**src/rtl/axi_arb_pkg.sv**
```systemverilog
// axi_arb_pkg: shared FSM states, AXI response codes and round-robin helper
package axi_arb_pkg;
   typedef enum logic [1:0] {ST_IDLE, ST_AW, ST_W, ST_B} state_t;
   localparam logic [1:0] RESP_OKAY   = 2'b00;
   localparam logic [1:0] RESP_EXOKAY = 2'b01;
   localparam logic [1:0] RESP_SLVERR = 2'b10;
   localparam logic [1:0] RESP_DECERR = 2'b11;
   function automatic int rr_next(input int idx, input int n);
      return (idx >= n - 1) ? 0 : idx + 1;
   endfunction
endpackage

```
**src/rtl/rr_arbiter.sv**
```systemverilog
// rr_arbiter: combinational round-robin pick; lowest requester at or after i_ptr wins
module rr_arbiter #(
   parameter int NUM_MST = 2,
   parameter int IDX_W   = (NUM_MST > 1) ? $clog2(NUM_MST) : 1
)(
   input  logic [NUM_MST-1:0] i_req,
   input  logic [IDX_W-1:0]   i_ptr,
   output logic [IDX_W-1:0]   o_idx,
   output logic               o_found
);
   // scan farthest offset first so the nearest requester overwrites
   always_comb begin
      o_idx   = '0;
      o_found = 1'b0;
      for (int k = NUM_MST - 1; k >= 0; k--) begin
         if (i_req[(int'(i_ptr) + k) % NUM_MST]) begin
            o_found = 1'b1;
            o_idx   = IDX_W'((int'(i_ptr) + k) % NUM_MST);
         end
      end
   end
endmodule

```
**src/rtl/axi_wr_arbiter.sv**
```systemverilog
// axi_wr_arbiter: round-robin, transaction-locked sharing of one AXI write port
module axi_wr_arbiter
   import axi_arb_pkg::*;
#(
   parameter int NUM_MST = 2,
   parameter int ADDR_W  = 32,
   parameter int DATA_W  = 32,
   parameter int ID_W    = 4,
   parameter int LEN_W   = 8
)(
   input  logic                            aclk,
   input  logic                            arst_n,
   input  logic [NUM_MST-1:0]              s_awvalid,
   output logic [NUM_MST-1:0]              s_awready,
   input  logic [NUM_MST*ADDR_W-1:0]       s_awaddr,
   input  logic [NUM_MST*ID_W-1:0]         s_awid,
   input  logic [NUM_MST*LEN_W-1:0]        s_awlen,
   input  logic [NUM_MST-1:0]              s_wvalid,
   output logic [NUM_MST-1:0]              s_wready,
   input  logic [NUM_MST*DATA_W-1:0]       s_wdata,
   input  logic [NUM_MST*(DATA_W/8)-1:0]   s_wstrb,
   input  logic [NUM_MST-1:0]              s_wlast,
   output logic [NUM_MST-1:0]              s_bvalid,
   input  logic [NUM_MST-1:0]              s_bready,
   output logic [1:0]                      s_bresp,
   output logic [ID_W-1:0]                 s_bid,
   output logic                            m_awvalid,
   input  logic                            m_awready,
   output logic [ADDR_W-1:0]               m_awaddr,
   output logic [ID_W-1:0]                 m_awid,
   output logic [LEN_W-1:0]                m_awlen,
   output logic                            m_wvalid,
   input  logic                            m_wready,
   output logic [DATA_W-1:0]               m_wdata,
   output logic [DATA_W/8-1:0]             m_wstrb,
   output logic                            m_wlast,
   input  logic                            m_bvalid,
   output logic                            m_bready,
   input  logic [1:0]                      m_bresp,
   input  logic [ID_W-1:0]                 m_bid,
   output logic [$clog2(NUM_MST)-1:0]      grant_idx,
   output logic                            busy,
   output logic                            err_wlast
);
   localparam int IDX_W  = $clog2(NUM_MST);
   localparam int STRB_W = DATA_W / 8;
   state_t             r_state, w_next;
   logic [IDX_W-1:0]   r_rr_ptr, r_grant, w_win;
   logic [ADDR_W-1:0]  r_awaddr;
   logic [ID_W-1:0]    r_awid;
   logic [LEN_W-1:0]   r_awlen, r_beat_cnt;
   logic               r_err;
   logic               w_found, w_aw_hs, w_w_hs, w_b_hs, w_last_beat;
   rr_arbiter #(.NUM_MST(NUM_MST), .IDX_W(IDX_W)) u_rr (
      .i_req   (s_awvalid),
      .i_ptr   (r_rr_ptr),
      .o_idx   (w_win),
      .o_found (w_found)
   );
   assign w_aw_hs     = (r_state == ST_AW) && m_awready;
   assign w_w_hs      = (r_state == ST_W) && s_wvalid[r_grant] && m_wready;
   assign w_b_hs      = (r_state == ST_B) && m_bvalid && s_bready[r_grant];
   // an exhausted beat count terminates the burst even without upstream wlast
   assign w_last_beat = s_wlast[r_grant] || (r_beat_cnt == '0);
   assign m_awaddr    = r_awaddr;
   assign m_awid      = r_awid;
   assign m_awlen     = r_awlen;
   assign grant_idx   = r_grant;
   assign busy        = r_state != ST_IDLE;
   assign err_wlast   = r_err;
   always_ff @(posedge aclk or negedge arst_n) begin
      if (!arst_n) r_state <= ST_IDLE;
      else         r_state <= w_next;
   end
   always_comb begin
      w_next    = r_state;
      s_awready = '0;
      s_wready  = '0;
      s_bvalid  = '0;
      if (r_state == ST_IDLE && w_found) w_next = ST_AW;
      if (w_aw_hs) w_next = ST_W;
      if (w_w_hs && w_last_beat) w_next = ST_B;
      if (w_b_hs) w_next = ST_IDLE;
      m_awvalid          = r_state == ST_AW;
      s_awready[r_grant] = w_aw_hs;
      m_wvalid           = (r_state == ST_W) && s_wvalid[r_grant];
      m_wdata            = (r_state == ST_W) ? s_wdata[r_grant*DATA_W +: DATA_W] : '0;
      m_wstrb            = (r_state == ST_W) ? s_wstrb[r_grant*STRB_W +: STRB_W] : '0;
      m_wlast            = (r_state == ST_W) && w_last_beat;
      s_wready[r_grant]  = (r_state == ST_W) && m_wready;
      s_bvalid[r_grant]  = (r_state == ST_B) && m_bvalid;
      m_bready           = (r_state == ST_B) && s_bready[r_grant];
      s_bresp            = (r_state == ST_B) ? m_bresp : RESP_OKAY;
      s_bid              = (r_state == ST_B) ? m_bid : '0;
   end
   always_ff @(posedge aclk or negedge arst_n) begin
      if (!arst_n) begin
         r_rr_ptr   <= '0;
         r_grant    <= '0;
         r_awaddr   <= '0;
         r_awid     <= '0;
         r_awlen    <= '0;
         r_beat_cnt <= '0;
         r_err      <= 1'b0;
      end else begin
         if (r_state == ST_IDLE && w_found) begin
            r_grant  <= w_win;
            r_rr_ptr <= IDX_W'(rr_next(int'(w_win), NUM_MST));
            r_awaddr <= s_awaddr[w_win*ADDR_W +: ADDR_W];
            r_awid   <= s_awid[w_win*ID_W +: ID_W];
            r_awlen  <= s_awlen[w_win*LEN_W +: LEN_W];
         end
         if (w_aw_hs) r_beat_cnt <= r_awlen;
         if (w_w_hs) begin
            r_beat_cnt <= (r_beat_cnt == '0) ? '0 : r_beat_cnt - 1'b1;
            if (s_wlast[r_grant] != (r_beat_cnt == '0)) r_err <= 1'b1;
         end
      end
   end
endmodule
```
**config.mk**
```make
export PLATFORM = sky130hd
export DESIGN_NAME = axi_wr_arbiter
export DESIGN_NICKNAME = d
export VERILOG_FILES = /design/src/rtl/axi_arb_pkg.sv /design/src/rtl/rr_arbiter.sv /design/src/rtl/axi_wr_arbiter.sv
export SDC_FILE = /design/constraint.sdc
export NUM_CORES = 1
export LEC_CHECK = 0
export CAP_MARGIN = 20
export CORE_MARGIN = 2
export CORE_UTILIZATION = 29
export DETAILED_ROUTE_END_ITERATION = 10
export PLACE_DENSITY = 0.83
export SETUP_SLACK_MARGIN = 0.2
export SLEW_MARGIN = 10
export SYNTH_ARGS = -nofsm -noshare
export SYNTH_HDL_FRONTEND = slang
export SYNTH_SLANG_ARGS = --single-unit
```
**constraint.sdc**
```tcl
create_clock -name aclk -period 1.7 [get_ports aclk]
set_clock_uncertainty 0.15 [all_clocks]
set_input_delay 0.17 -clock aclk [delete_from_list [all_inputs] [get_ports aclk]]
set_output_delay 0.17 -clock aclk [all_outputs]
set_load 0.01 [all_outputs]
```
==> impl_metrics.json, run 1 <==
{
  "initial_core_util_pct": 29.52,
  "avgSynthCellArea_um2": 9.595,
  "fin_setup_tns_ns": -33.62,
  "grtUsageTotal_pct": 32.17,
  "drtIter0Drc": 585,
  "rows": 38,
  "ys_seq_area_share_pct": 44.78,
  "synth_cells": 332,
  "overflow": 0,
  "die_y_um": 108.8,
  "synth_top_flop_cell": "dfrtp_1",
  "r2r_end": "r_state[0]$_DFFE_PN0P_",
  "fin_cells": 900,
  "async_reset_ff_share_pct": 100.0,
  "synth-edff-count": 0,
  "num_io_pins": 278,
  "post-synth-top-count-cell": "dfrtp_1",
  "synth.area.top_cells": "dfrtp_1 (45%), a222oi_1 (14%), mux2i_1 (12%)",
  "max_freq_mhz": 420.9,
  "post_drt_wl_per_cell_um": 27.73,
  "worst_slack_ns": -0.6757,
  "route.detailed.drc": 0,
  "rsz0062_at_grt": "true",
  "endpoint": "m_wlast",
  "leakagePower_nw": 4.065,
  "outcome": "finished with violations",
  "cp-end-kind": "primary output",
  "worst_pin_slew_ns": 0.5487,
  "synth_top_area_cell": "dfrtp_1",
  "drtPass1Iterations": 9,
  "period_needed_ns": 2.376,
  "path_clk_slew_ns": 0.07,
  "setup_viol": 110,
  "synth_top_area_share_pct": 44.78,
  "wl_mm": 24.96,
  "htreeDepth": 3,
  "cts.sinks": 57,
  "finalHoldViolCount": 0,
  "areaGrowthSynthToFinish_pct": 165.6,
  "antenna_found_initial": 7,
  "multi_input_area_um2": 1922,
  "failed_checks": "setup timing",
  "worstReg2RegStart": "grant_idx$_DFFE_PN0P_",
  "grt_pass1_wl_mm": 27.44,
  "core_um2": 10790,
  "critPathKind": "reg2out",
  "grt_max_degree": 58,
  "holdWs_ns": 0.2112,
  "syn-cell-area_um2": 3186,
  "crit_start": "grant_idx$_DFFE_PN0P_",
  "hpwl_mm": 12.40,
  "final_nets": 930,
  "syn_nets": 513,
  "synth_warnings": 0,
  "peakVddDrop_v": 0.001076,
  "port_buffers": 277,
  "via_per_inst": 5.694,
  "cap_violations": 0,
  "cp.required_ns": 1.38,
  "n_fill_cell": 627,
  "synth_common_cells": "dfrtp_1 (57), nor2_1 (54), inv_1 (50), a222oi_1 (44), mux2i_1 (38)",
  "critPathLaunchType": "flip-flop",
  "arrival_ns": 2.06,
  "ys_seq_elements": 57,
  "dp_cells": 780,
  "cts_tree": "yes",
  "slew_headroom_pct": 62.70,
  "grt_pass1_vias": 4893,
  "insertion_delay_ns": 0.35,
  "cellPowerDensity_nw_per_um2": 1642,
  "die_area_um2": 11840,
  "gp_congestion": 0.9312,
  "regArea_um2": 1428,
  "hp-class": "in2async",
  "reg2reg_depth": 7,
  "die_w_um": 108.8,
  "vias": 5125,
  "netlist-cell-type-count": 43,
  "slew_viol_final": 0,
  "clockBufferDepth": 2,
  "rrSetupSlack_ns": -0.47,
  "path_max_fanout": 5,
  "cts_root_buffer": "clkbuf_8",
  "cts_inserted_buffers": 9,
  "period_share_pct": 139.7,
  "drtAntennaViolNets": 0,
  "drive_gt1_share_pct": 39.71
}
[worst max-delay path: stages, from the launching register on]
cell,delay [ns]
dfrtp_2,0.46
buf_4,0.16
buf_4,0.13
mux2i_2,0.47
ha_2,0.31
nor2_2,0.04
buf_2,0.14
[stage by stage]
step                utilization, %  cell area [um2]  power [mW]  worst slack, ns
global placement             60.92             6575       8.758          -0.3623
floorplan                        -             3284       5.244         -0.09756
global route                 78.38             8459       14.46          -0.7645
CTS                          70.66             7626       11.58          -0.2982
finish                       78.38             8459       13.89          -0.6757
detailed placement           60.92             6575       8.908          -0.3903
[cells by family after synthesis]
group                      after synthesis  synth area share [%]
muxes                                   39                 12.37
DFF                                     57                 44.78
and+or+nand+nor                         91                 13.31
AOI/OAI and AO/OA                       65                 18.81
buffers and inverters                   77                 9.662
xor gates and xnor gates                 1                0.2750
adders and majority gates                2                0.7854
[registers in the layout, indices dropped and copies added (netlist names)]
signal and count:
m_awaddr 32, m_awlen 8, r_beat_cnt 8, m_awid 4, r_state 2, err_wlast 1, grant_idx 1, r_rr_ptr 1
[cell usage in the layout, fill, tap and decap left out, types with 15 or more instances in the layout]
master / Yosys / routed
inv_1: 50 / 47
a222oi_1: 44 / 44
nor2_1: 54 / 31
dfrtp_1: 57 / 56
clkdlybuf4s50_1: 0 / 177
buf_2: 12 / 37
buf_4: 1 / 54
dlygate4sd2_1: 0 / 45
mux2i_1: 38 / 20
buf_12: 0 / 15
buf_6: 0 / 81
[final cells by class]
class	instances	area share, %
clock inverter	3	0.4733
tap	140	2.071
sequential	57	16.88
multi-input combinational	198	22.72
inverter	50	2.278
timing repair buffer	433	53.54
antenna	7	0.2071
clock buffer	12	1.834
[routing by layer]
metal	global-route usage, %	vias to the layer above	wire (um)
met3	9.564	167	3487
met5	0	-	0
met4	24.18	0	2302
met2	55.36	454	11620
li1	-	2072	-
met1	32.86	2432	7546
[report_power, final]
group	switching, mW	internal (mW)
Combinational	4.54	5.54
Sequential	0.499	2.01
Clock	0.561	0.745
Total	5.60	8.29
[how the worst min path moves through the flow]
stage,to
floorplan,err_wlast$_DFFE_PN0P_
global placement,m_awaddr[4]$_DFFE_PN0P_
detailed placement,m_awaddr[2]$_DFFE_PN0P_
CTS,m_awaddr[2]$_DFFE_PN0P_
global route,m_awaddr[2]$_DFFE_PN0P_
finish,m_awaddr[2]$_DFFE_PN0P_
[repair_timing]
| item | in CTS | in global routing |
|---|---|---|
| gates cloned | 14 | 5 |
| resized for setup | 353 | 114 |
| hold endpoints to repair | 57 | 0 |
| pin swaps | 53 | 33 |
| hold buffers | 1 | 0 |
| setup buffers | 44 | 34 |
| endpoints found under the setup margin | 155 | 111 |
Note: power is estimated with default switching activity, not from simulation.
==> run 2, diff against run 1 <==
CORE_AREA = 2 2 109 111   (was default)
CORE_MARGIN = default   (was 2)
CORE_UTILIZATION = default   (was 29)
DIE_AREA = 0 0 111 113   (was default)
PLACE_DENSITY = 0.78   (was 0.83)
clock period = 2.7 ns   (was 1.7 ns; I/O delays follow)
==> impl_metrics.json, run 2 (synthesized netlist as in run 1, its figures left out) <==
{
  "outcome": "completed",
  "num_io_pins": 278,
  "power_mw": 6.290,
  "holdPathStages": 1,
  "fin_setup_tns_ns": 0,
  "cts_inserted_buffers": 9,
  "grt_pass1_vias": 3872,
  "r2r_end": "m_awaddr[3]$_DFFE_PN0P_",
  "mostFrequentLayoutCells": "clkdlybuf4s50_1 (275), dfrtp_1 (56), nor2_1 (54)",
  "via_per_inst": 5.087,
  "fin_cells": 756,
  "initial_core_util_pct": 28.26,
  "hp-class": "reg2reg",
  "placedInstanceArea_um2": 6132,
  "diodes": 0,
  "vias": 3846,
  "finalHoldViolCount": 0,
  "cts_root_buffer": "clkbuf_16",
  "clockBufferDepth": 2,
  "setup_viol": 0,
  "drtPass1Iterations": 8,
  "final_nets": 789,
  "cts.sinks": 57,
  "largest_reg_flops": 32,
  "min-delay-start": "err_wlast$_DFFE_PN0P_",
  "drtAntennaViolNets": 0,
  "n_fill_cell": 984,
  "cap_violations": 0,
  "overflow": 0,
  "critPathKind": "reg2out",
  "rsz0062_at_grt": "false",
  "dp_cells": 736,
  "insertion_delay_ns": 0.32,
  "rrSetupSlack_ns": 0.57,
  "rows": 39,
  "cp.required_ns": 2.28,
  "drtIter0Drc": 351,
  "grtUsageTotal_pct": 20.26,
  "die_w_um": 111,
  "wl_mm": 13.04,
  "core_um2": 11270,
  "worst_pin_slew_ns": 0.7098,
  "critPathLaunchType": "flip-flop",
  "max_freq_mhz": 426.5,
  "port_buffers": 277,
  "worstReg2RegStart": "r_state[1]$_DFFE_PN0P_",
  "min_to": "err_wlast$_DFFE_PN0P_",
  "grt_pass1_wl_mm": 20.28,
  "grt_max_degree": 58,
  "hpwl_mm": 10.19,
  "cellPowerDensity_nw_per_um2": 969.1,
  "route.detailed.drc": 0,
  "slew_headroom_pct": 52.68,
  "period_needed_ns": 2.345,
  "leakagePower_nw": 2.911,
  "die_y_um": 113,
  "period_share_pct": 86.85,
  "drive_gt1_share_pct": 6.036,
  "peakVddDrop_v": 0.0004366,
  "cp-end-kind": "primary output",
  "reg2reg_depth": 6,
  "path_clk_slew_ns": 0.05,
  "die_area_um2": 12540,
  "antenna_found_initial": 0,
  "holdWs_ns": 0.3250,
  "gp_congestion": 0.8419,
  "htreeDepth": 3,
  "mostFrequentLayoutCell": "clkdlybuf4s50_1",
  "slew_viol_final": 0,
  "post_drt_wl_per_cell_um": 17.24,
  "design_area_um2": 6491,
  "areaGrowthSynthToFinish_pct": 103.8,
  "cts_tree": "yes",
  "arrival_ns": 1.92,
  "path_max_fanout": 14
}
[run 2: cell types whose count changed in the layout (fill, tap and decap cells not counted), sizes merged]
cell / previous run / this run
buf: 205 / 15
diode: 7 / 0
clkdlybuf4s50: 177 / 275
clkinvlp: 0 / 1
dlygate4sd2: 45 / 1
clkbuf: 17 / 12
[run 2: timing repair]
action	4_1_cts	5_1_grt
setup buffers	1	2
hold buffers	1	0
endpoints found under the setup margin	15	26
resized for setup	4	2
cloned	0	0
hold endpoints to repair	57	0
[run 2: how the worst max path moves through the flow]
stage,slack (ns),to,start,depth (start not counted)
6_report,0.36,s_wready[1],r_state[0]$_DFFE_PN0P_,4
5_1_grt,0.22,m_wlast,r_beat_cnt[0]$_DFFE_PN0P_,7
4_1_cts,0.20,m_wdata[20],r_state[0]$_DFFE_PN0P_,4
3_5_place_dp,0.36,m_wlast,r_beat_cnt[0]$_DFFE_PN0P_,7
3_3_place_gp,0.39,m_wlast,r_beat_cnt[0]$_DFFE_PN0P_,7
2_1_floorplan,0.75,r_state[0]$_DFFE_PN0P_,grant_idx$_DFFE_PN0P_,6
[run 2: routing by layer]
| layer | vias to the layer above | global-route usage (%) | wire length, um |
|---|---|---|---|
| met4 | 0 | 7.917 | 327 |
| met2 | 237 | 35.95 | 6663 |
| met5 | - | 0 | 0 |
| met3 | 28 | 5.678 | 1086 |
| li1 | 1765 | - | - |
| met1 | 1816 | 23.24 | 4959 |
[run 2: worst max-delay path: stages, from the launching register on]
cell	delay, ns
dfrtp_1	0.37
buf_4	0.18
nand3b_1	0.34
nor2_1	0.17
clkdlybuf4s50_1	0.55
[run 2: cell type report]
type	count	area (um2)	area share, %
Timing Repair Buffer	292	2910	44.83
Clock buffer	12	256.5	3.951
Sequential cell	57	1430	22.03
Clock inverter	4	51.30	0.7903
Tap cell	143	178.9	2.756
Multi-Input combinational cell	198	1476	22.74
Inverter	50	187.7	2.891
[run 2: power by group]
part	total, mW	leakage (nW)	switching [mW]	internal (mW)
logic	3.57	2.06	1.59	1.97
clock network	1.13	0.149	0.368	0.762
registers	1.59	0.704	0.321	1.27
total	6.29	2.91	2.28	4.01
[run 2: stage by stage]
stage | setup WS, ns | utilization (%)
floorplan | 0.7484 | -
global placement | 0.3907 | 54.40
detailed placement | 0.3585 | 54.40
CTS | 0.2001 | 57.41
global route | 0.2214 | 57.59
finish | 0.3551 | 57.59
